[src/rtl/mem_arbiter_pkg.sv]
// Shared types and constants for the CPU/host memory arbiter.
// Port ids double as the round-robin "last winner" encoding.
package mem_arb_pkg;

   typedef logic [0:0] win_id_t;

   localparam win_id_t REQ_CPU  = 1'b0;
   localparam win_id_t REQ_HOST = 1'b1;

   localparam int ADDR_W_DEF = 10;
   localparam int DATA_W_DEF = 8;

   typedef enum logic [1:0] {
      LK_NONE = 2'd0,
      LK_CPU  = 2'd1,
      LK_HOST = 2'd2
   } lock_st_t;

endpackage

[src/rtl/mem_arbiter_if.sv]
// Requester handshakes for the CPU and host ports plus the memory-array side.
// The arbiter uses the slave modport; the requesters and memory model use master.
interface mem_arbiter_if
   import mem_arb_pkg::*;
#(
   parameter int ADDR_W = ADDR_W_DEF,
   parameter int DATA_W = DATA_W_DEF
);
   logic              c_req, h_req;
   logic              c_we, h_we;
   logic              c_lock, h_lock;
   logic [ADDR_W-1:0] c_addr, h_addr;
   logic [DATA_W-1:0] c_wdata, h_wdata;
   logic              c_gnt, h_gnt;
   logic              c_rvalid, h_rvalid;
   logic [DATA_W-1:0] rdata;
   logic [ADDR_W-1:0] mem_addr;
   logic              mem_we;
   logic [DATA_W-1:0] mem_wdata;
   logic [DATA_W-1:0] mem_rdata;

   modport slave (
      input  c_req, h_req, c_we, h_we, c_lock, h_lock,
      input  c_addr, h_addr, c_wdata, h_wdata, mem_rdata,
      output c_gnt, h_gnt, c_rvalid, h_rvalid, rdata,
      output mem_addr, mem_we, mem_wdata
   );

   modport master (
      output c_req, h_req, c_we, h_we, c_lock, h_lock,
      output c_addr, h_addr, c_wdata, h_wdata, mem_rdata,
      input  c_gnt, h_gnt, c_rvalid, h_rvalid, rdata,
      input  mem_addr, mem_we, mem_wdata
   );

endinterface

[src/rtl/mem_arbiter_rr_pick2.sv]
// Two-way round-robin picker: on a tie the port that did not win last time goes.
module rr_pick2
   import mem_arb_pkg::*;
(
   input  logic    req_c,
   input  logic    req_h,
   input  win_id_t last,
   output logic    win_vld,
   output win_id_t win_id
);

   always_comb begin
      win_vld = req_c | req_h;
      win_id  = REQ_CPU;
      if (req_c && req_h) begin
         win_id = ~last;
      end else if (req_h) begin
         win_id = REQ_HOST;
      end
   end

endmodule

[src/rtl/mem_arbiter.sv]
// Shares one byte-wide memory between the CPU bus and the host loader port.
// One grant per cycle, round-robin on contention, bounded lock for atomic fetches.
//
// lock state | meaning
// LK_NONE    | no port holds ownership; plain round-robin
// LK_CPU     | CPU keeps ownership while requesting, up to MAX_LOCK grants
// LK_HOST    | host keeps ownership while requesting, up to MAX_LOCK grants
module mem_arbiter
   import mem_arb_pkg::*;
#(
   parameter int ADDR_W   = ADDR_W_DEF,
   parameter int DATA_W   = DATA_W_DEF,
   parameter int MAX_LOCK = 4
)(
   input  logic           clk,
   input  logic           reset,
   mem_arbiter_if.slave   bus
);

   localparam int CNT_W = $clog2(MAX_LOCK + 1);
   localparam logic [CNT_W-1:0] CNT_MAX = CNT_W'(MAX_LOCK);
   localparam logic [CNT_W-1:0] CNT_ONE = CNT_W'(1);

   win_id_t           last_q, last_d;
   lock_st_t          lock_st_q, lock_st_d;
   logic [CNT_W-1:0]  lock_cnt_q, lock_cnt_d;
   logic              rv_c_q, rv_c_d;
   logic              rv_h_q, rv_h_d;
   logic [DATA_W-1:0] rdata_q, rdata_d;

   logic              rr_vld;
   win_id_t           rr_id;
   logic              lock_vld, req_own, req_oth, at_max, hold, forced;
   win_id_t           lock_own;
   logic              win_vld, win_we, win_lock;
   win_id_t           win_id;
   logic [ADDR_W-1:0] win_addr;
   logic [DATA_W-1:0] win_wdata;

   rr_pick2 u_pick (
      .req_c   (bus.c_req),
      .req_h   (bus.h_req),
      .last    (last_q),
      .win_vld (rr_vld),
      .win_id  (rr_id)
   );

   always_comb begin
      lock_vld = (lock_st_q != LK_NONE);
      lock_own = (lock_st_q == LK_HOST) ? REQ_HOST : REQ_CPU;
      req_own  = (lock_own == REQ_HOST) ? bus.h_req : bus.c_req;
      req_oth  = (lock_own == REQ_HOST) ? bus.c_req : bus.h_req;
      at_max   = (lock_cnt_q == CNT_MAX);
      hold     = lock_vld && req_own && (!at_max || !req_oth);
      // Owner has used its whole budget and the other side is waiting.
      forced   = lock_vld && req_own && at_max && req_oth;

      win_vld  = !reset && (hold || rr_vld);
      win_id   = hold ? lock_own : rr_id;

      win_we    = (win_id == REQ_HOST) ? bus.h_we    : bus.c_we;
      win_lock  = (win_id == REQ_HOST) ? bus.h_lock  : bus.c_lock;
      win_addr  = (win_id == REQ_HOST) ? bus.h_addr  : bus.c_addr;
      win_wdata = (win_id == REQ_HOST) ? bus.h_wdata : bus.c_wdata;

      bus.c_gnt     = win_vld && (win_id == REQ_CPU);
      bus.h_gnt     = win_vld && (win_id == REQ_HOST);
      bus.mem_addr  = win_vld ? win_addr  : '0;
      bus.mem_we    = win_vld && win_we;
      bus.mem_wdata = win_vld ? win_wdata : '0;
      bus.c_rvalid  = rv_c_q;
      bus.h_rvalid  = rv_h_q;
      bus.rdata     = rdata_q;

      last_d     = last_q;
      lock_st_d  = lock_st_q;
      lock_cnt_d = lock_cnt_q;
      rv_c_d     = bus.c_gnt && !win_we;
      rv_h_d     = bus.h_gnt && !win_we;
      rdata_d    = (win_vld && !win_we) ? bus.mem_rdata : rdata_q;

      if (win_vld) begin
         last_d = win_id;
         if (forced || !win_lock) begin
            lock_st_d  = LK_NONE;
            lock_cnt_d = '0;
         end else begin
            lock_st_d = (win_id == REQ_HOST) ? LK_HOST : LK_CPU;
            if (lock_vld && (lock_own == win_id)) begin
               lock_cnt_d = at_max ? CNT_MAX : lock_cnt_q + CNT_ONE;
            end else begin
               lock_cnt_d = CNT_ONE;
            end
         end
      end else if (lock_vld && !req_own) begin
         lock_st_d  = LK_NONE;
         lock_cnt_d = '0;
      end
   end

   always_ff @(posedge clk) begin
      if (reset) begin
         last_q     <= REQ_HOST;
         lock_st_q  <= LK_NONE;
         lock_cnt_q <= '0;
         rv_c_q     <= 1'b0;
         rv_h_q     <= 1'b0;
         rdata_q    <= '0;
      end else begin
         last_q     <= last_d;
         lock_st_q  <= lock_st_d;
         lock_cnt_q <= lock_cnt_d;
         rv_c_q     <= rv_c_d;
         rv_h_q     <= rv_h_d;
         rdata_q    <= rdata_d;
      end
   end

endmodule

[src/flat_wrapper.sv]
// flat-port wrapper written by rule: the top's interface ports become plain ports
module mem_arbiter_flat import mem_arb_pkg::*;
#(
   parameter int ADDR_W   = ADDR_W_DEF,
   parameter int DATA_W   = DATA_W_DEF,
   parameter int MAX_LOCK = 4
)
  (clk, reset, bus_c_req, bus_h_req, bus_c_we, bus_h_we, bus_c_lock, bus_h_lock, bus_c_addr, bus_h_addr, bus_c_wdata, bus_h_wdata, bus_mem_rdata, bus_c_gnt, bus_h_gnt, bus_c_rvalid, bus_h_rvalid, bus_rdata, bus_mem_addr, bus_mem_we, bus_mem_wdata);
  mem_arbiter_if #(.ADDR_W(ADDR_W), .DATA_W(DATA_W)) bus_i ();
  input  logic clk;
  input  logic reset;
  input wire logic [$bits(bus_i.c_req)-1:0] bus_c_req;
  input wire logic [$bits(bus_i.h_req)-1:0] bus_h_req;
  input wire logic [$bits(bus_i.c_we)-1:0] bus_c_we;
  input wire logic [$bits(bus_i.h_we)-1:0] bus_h_we;
  input wire logic [$bits(bus_i.c_lock)-1:0] bus_c_lock;
  input wire logic [$bits(bus_i.h_lock)-1:0] bus_h_lock;
  input wire logic [$bits(bus_i.c_addr)-1:0] bus_c_addr;
  input wire logic [$bits(bus_i.h_addr)-1:0] bus_h_addr;
  input wire logic [$bits(bus_i.c_wdata)-1:0] bus_c_wdata;
  input wire logic [$bits(bus_i.h_wdata)-1:0] bus_h_wdata;
  input wire logic [$bits(bus_i.mem_rdata)-1:0] bus_mem_rdata;
  output wire logic [$bits(bus_i.c_gnt)-1:0] bus_c_gnt;
  output wire logic [$bits(bus_i.h_gnt)-1:0] bus_h_gnt;
  output wire logic [$bits(bus_i.c_rvalid)-1:0] bus_c_rvalid;
  output wire logic [$bits(bus_i.h_rvalid)-1:0] bus_h_rvalid;
  output wire logic [$bits(bus_i.rdata)-1:0] bus_rdata;
  output wire logic [$bits(bus_i.mem_addr)-1:0] bus_mem_addr;
  output wire logic [$bits(bus_i.mem_we)-1:0] bus_mem_we;
  output wire logic [$bits(bus_i.mem_wdata)-1:0] bus_mem_wdata;
  assign bus_i.c_req = bus_c_req;
  assign bus_i.h_req = bus_h_req;
  assign bus_i.c_we = bus_c_we;
  assign bus_i.h_we = bus_h_we;
  assign bus_i.c_lock = bus_c_lock;
  assign bus_i.h_lock = bus_h_lock;
  assign bus_i.c_addr = bus_c_addr;
  assign bus_i.h_addr = bus_h_addr;
  assign bus_i.c_wdata = bus_c_wdata;
  assign bus_i.h_wdata = bus_h_wdata;
  assign bus_i.mem_rdata = bus_mem_rdata;
  assign bus_c_gnt = bus_i.c_gnt;
  assign bus_h_gnt = bus_i.h_gnt;
  assign bus_c_rvalid = bus_i.c_rvalid;
  assign bus_h_rvalid = bus_i.h_rvalid;
  assign bus_rdata = bus_i.rdata;
  assign bus_mem_addr = bus_i.mem_addr;
  assign bus_mem_we = bus_i.mem_we;
  assign bus_mem_wdata = bus_i.mem_wdata;
  mem_arbiter #(.ADDR_W(ADDR_W), .DATA_W(DATA_W), .MAX_LOCK(MAX_LOCK)) u_core (.clk(clk), .reset(reset), .bus(bus_i));
endmodule
[config.mk]
export PLATFORM = sky130hd
export DESIGN_NAME = mem_arbiter_flat
export DESIGN_NICKNAME = d
export VERILOG_FILES = /design/src/rtl/mem_arbiter_pkg.sv /design/src/rtl/mem_arbiter_if.sv /design/src/rtl/mem_arbiter_rr_pick2.sv /design/src/rtl/mem_arbiter.sv /design/src/flat_wrapper.sv
export SDC_FILE = /design/constraint.sdc
export NUM_CORES = 1
export LEC_CHECK = 0
export ABC_AREA = 0
export CELL_PAD_IN_SITES_DETAIL_PLACEMENT = 1
export CELL_PAD_IN_SITES_GLOBAL_PLACEMENT = 1
export CORE_UTILIZATION = 40
export CTS_CLUSTER_DIAMETER = 100
export CTS_CLUSTER_SIZE = 30
export DETAILED_ROUTE_END_ITERATION = 12
export DONT_BUFFER_PORTS = 1
export HOLD_SLACK_MARGIN = 0.12
export PLACE_DENSITY_LB_ADDON = 0.25
export SETUP_SLACK_MARGIN = 0.05
export SLEW_MARGIN = 10
export SYNTH_ARGS = -nofsm -noshare
export SYNTH_HDL_FRONTEND = slang
export SYNTH_SLANG_ARGS = --single-unit
[constraint.sdc]
create_clock -name clk -period 2.6 [get_ports clk]
set_input_delay 0.65 -clock clk [delete_from_list [all_inputs] [get_ports clk]]
set_output_delay 0.65 -clock clk [all_outputs]
set_load 0.1 [all_outputs]
==> metrics, run 1 <==
outcome did not finish; Failed at clock tree synthesis; Error [ERROR DPL-0033] detailed placement checks failed during check placement.; Num CTS Buffers 3; largest family of logic cells by synthesized area multiplexers; Post-CTS Repair Setup Buffers 10; post-synthesis mux area share 0.2913; H-tree depth 1; Seq/Total Area, Yosys 0.3200; Detail Placement HPWL between 3 and 4 mm; Mapped Avg Cell Area 8.555 sq um; Adder-Cell Fraction of Synth Area 0.02500; simple-gate share of the synthesized area 0.2325; synth warn 0; largest area contributor in the netlist dfxtp_1; Die Width about 52 microns; TritonCTS sink count 16; EDFF count, synth 0; top cell type's share of synthesized area 0.3200; post_cts resized 53; Distinct cells, synth 27; most frequent cell after synthesis nor2_1; GPL Wtd Cong about 0.68; Synth area leaders dfxtp_1 (32%), mux2i_1 (19%), mux2_1 (9.0%), nor2_1 (8.6%), nor2b_1 (5.6%); Initial Util 0.4398; Synth async-reset ratio 0; PortBufs 0; Synth Instances 117; Post-Synth XOR/XNOR Area 0; Syn Nets about 170; CTS root buf clkbuf_4; Post-Synthesis Cell Area 1001 sq um; clock buffer depth 2; Post-CTS Hold Buffers 0; most common flop cell mapped by yosys dfxtp_1; Die Y 52.03 microns; synthesized flop and latch total 16; Synth top cells by count nor2_1 (23), mux2i_1 (19), dfxtp_1 (16); Synth Area in Compound Gates 0.09125; FP Rows 17; IO Count a little over 80
==> kinds of logic after synthesis <==
logic type / Yosys count
AO/OA/AOI/OAI: 13
buffers and inverters: 10
adder cells (fa/ha/maj): 2
AND/OR/NAND/NOR: 48
flip-flops: 16
multiplexers: 28
==> per-stage QoR <==
stage | hold slack (ns) | instance area (sq um) | TNS (ns) | setup WS (ns) | cells
after detailed placement | 0.5507 | 1679 | -0.2738 | -0.07764 | 173
after global placement | 0.5027 | 1679 | 0 | 0.1303 | 173
after floorplan | 0.4768 | 1164 | 0 | 0.06448 | 117
==> inputs of run 2 (changes only) <==
- CELL_PAD_IN_SITES_DETAIL_PLACEMENT: 1 -> unset
- CELL_PAD_IN_SITES_GLOBAL_PLACEMENT: 1 -> unset
- CORE_AREA: unset -> 2 2 63 65
- CORE_UTILIZATION: 40 -> unset
- CTS_CLUSTER_DIAMETER: 100 -> unset
- CTS_CLUSTER_SIZE: 30 -> unset
- DIE_AREA: unset -> 0 0 65 67
- HOLD_SLACK_MARGIN: 0.12 -> unset
- PLACE_DENSITY_LB_ADDON: 0.25 -> 0.15
- SETUP_SLACK_MARGIN: 0.05 -> unset
==> run 2 against run 1 <==
The run now ends clean. Synthesized cell count unchanged. Synthesized area unchanged.
==> metrics, run 2 <==
Initial Util 0.2776; Final Cell Area about 1800 sq um; core area around 3600 sq um; routed wire length approximately 3.1 mm; clk slew on worst S/H paths 0.07 ns; Mapped Avg Cell Area around 8.6 sq um; maximum vdd drop 0.2370 mV; power per cell area approximately 570 nW/um^2; PortBufs 0; Syn Nets 171; Synth area leaders dfxtp_1 (32%), mux2i_1 (19%), mux2_1 (9.0%), nor2_1 (8.6%), nor2b_1 (5.6%); clock share of power 0.213; Pre-Repair DR Iteration Count 4; largest area contributor in the netlist dfxtp_1; slew margin rel. 0.7097; antenna violations before repair 0; vias per cell approximately 5.0; TritonCTS sink count 16; Fin Setup TNS 0 ns; register share of total power 0.263; Final Setup Violations 0; nets@finish 210; top cell type's share of synthesized area 0.3200; Num CTS Buffers 3; IO Count 83; H-tree depth 1; Synth top cells by count nor2_1 (23), mux2i_1 (19), dfxtp_1 (16); most frequent cell after synthesis nor2_1; Vias 1,014; layout cell share with drive strength beyond 1 0.5355; Final Cycle Share 0.9831; most frequent cells in the layout buf_12 (22), nor2_2 (20), buf_4 (15), dfxtp_1 (14), mux2i_1 (11); Worst setup EP type output pin; Hold/Removal Path Class in -> reg; Worst path max stage delay approximately 0.34 ns; DRC Markers 0; Seq/Total Area, Yosys 0.3200; number of global-route vias before repair approximately 1,000; max cap viols 0; GPL Wtd Cong approximately 0.77; Distinct cells, synth 27; Top Family by Delay on Critical Path buffers and inverters; NetSw ~450 uW; clock buffer depth 2; Post-CTS Hold Buffers 0; CP Launch Type flip-flop; P_int slightly below 600 uW; EDFF count, synth 0; CTS tree built; Final Max Tran Viols 0; Max Fanout on Critical Path 8; DR iter-0 viols 30; Die ar. about 4400 sq um; Bufs and invs on worst path 4; CTS root buf clkbuf_8; WL per Instance about 15 microns; Die Y 67 microns; most common flop cell mapped by yosys dfxtp_1; Crit path top cell by count buf_12; Worst Path Arrival ~1.9 ns; worst-path cell chain inv_2 > ha_4 > and2_4 > o221ai_4 > buf_6 > buf_12 > mux2i_1 > nor2_2 > buf_12; largest net degree at the start of global routing 20; Detail Placement HPWL around 2.4 mm; FMAX between 0.3 and 0.4 GHz; Worst-Skew Late Latency around 0.24 ns; Worst R2R Setup Slack roughly 0.57 ns; Post-Synthesis Cell Area around 1000 sq um; unrepaired setup endpoints after global routing true; Synth Instances approximately 120; Final ANT Viol Nets 0; max FFs per register 8; FP Rows 22; Comb pwr share 0.524; area delta synth->final 81.37%; Synth async-reset ratio 0; total grt overflow 0; commonest non-fill, non-tap cell in the layout buf_12; min Tclk post-route about 2.6 ns; outcome complete, no violations; sw frac 0.4351; Fin Clk Skew roughly 0.0048 ns; required time of the critical path around 2.0 ns; n_diodes 0; Tot GR Track Use 0.1365; synth warn 0; synthesized flop and latch total 16; leakage between 0.7 and 0.8 nW; Crit Path Class reg -> out; Hold Vio Cnt, Final 0; slew at the pin closest to its max-slew limit 0.4350 ns; Placement Cell Area approximately 1600 sq um; Die Width ~65 microns; Slowest cell on crit path dfxtp_2; global-route wire length before repair between 4 and 5 mm
==> run 2: cell counts after synthesis <==
No cell type changed its count.
==> run 2: path summary, 6_finish.rpt <==
kind                          end                  from  cells after the start
min           u_core.bus.c_rvalid              bus_c_we                      1
max              bus_mem_wdata[4]  u_core.lock_cnt_q[1]                      9
min reg2reg  u_core.lock_cnt_q[1]  u_core.lock_cnt_q[1]                      2
max reg2reg   u_core.bus.rdata[5]  u_core.lock_cnt_q[1]                      8
==> run 2: final cells by class <==
class / count / area, sq um
inverters: 4 / 15.01
well taps: 48 / 60.06
clock buffers: 4 / 55.05
repair buffers: 40 / 586.8
fillers: 342 / 1790
multi-input cells: 91 / 775.7
flip-flops and latches: 16 / 322.8
==> run 2: routing by layer <==
layer	GRT usage	up-vias	part of all wire
li1	-	481	-
met1	0.1578	469	0.37
met2	0.2397	62	0.51
met3	0.04392	2	0.11
met4	0.03989	0	0.0090
met5	0	-	0
==> run 2: repair_timing <==
action | CTS | global route
pin swaps | 3 | 5
setup endpoints to repair | 19 | 19
buffers inserted | 4 | 2
gates resized for setup | 14 | 13
==> run 2: cells by family (layout without fill, tap and decap cells) <==
logic type / Yosys count / count (layout) / share of synthesized area
muxes: 28 / 28 / 0.2913
buffers and inverters: 10 / 48 / 0.03999
DFF: 16 / 16 / 0.3200
adders and majority gates: 2 / 2 / 0.02500
AOI/OAI and AO/OA: 13 / 13 / 0.09124
and+or+nand+nor: 48 / 48 / 0.2325
==> run 2: power by group through the flow <==
| stage | logic, mW | registers, mW | clock network (mW) |
|---|---|---|---|
| 5_1_grt | 0.558 | 0.273 | 0.236 |
| 3_5_place_dp | 0.499 | 0.275 | 0 |
| 4_1_cts | 0.522 | 0.270 | 0.224 |
| 6_report | 0.540 | 0.271 | 0.220 |
| 2_1_floorplan | 0.273 | 0.363 | 0 |
| 3_3_place_gp | 0.495 | 0.275 | 0 |
==> run 2: metrics by stage <==
| step | power (mW) | utilization | setup WS (ns) | hold WS (ns) | cells |
|---|---|---|---|---|---|
| after detailed placement | 0.7741 | 0.4414 | 0.1201 | 0.5268 | 193 |
| final | 1.030 | 0.5035 | 0.04386 | 0.4645 | 203 |
| after floorplan | 0.6352 | - | -0.2764 | 0.4768 | 117 |
| after global routing | 1.067 | 0.5035 | -0.02574 | 0.4562 | 203 |
| after global placement | 0.7698 | 0.4414 | 0.1857 | 0.4984 | 193 |
| after CTS | 1.017 | 0.4816 | 0.0006266 | 0.4623 | 201 |
Power figures use the tool's default switching activity.
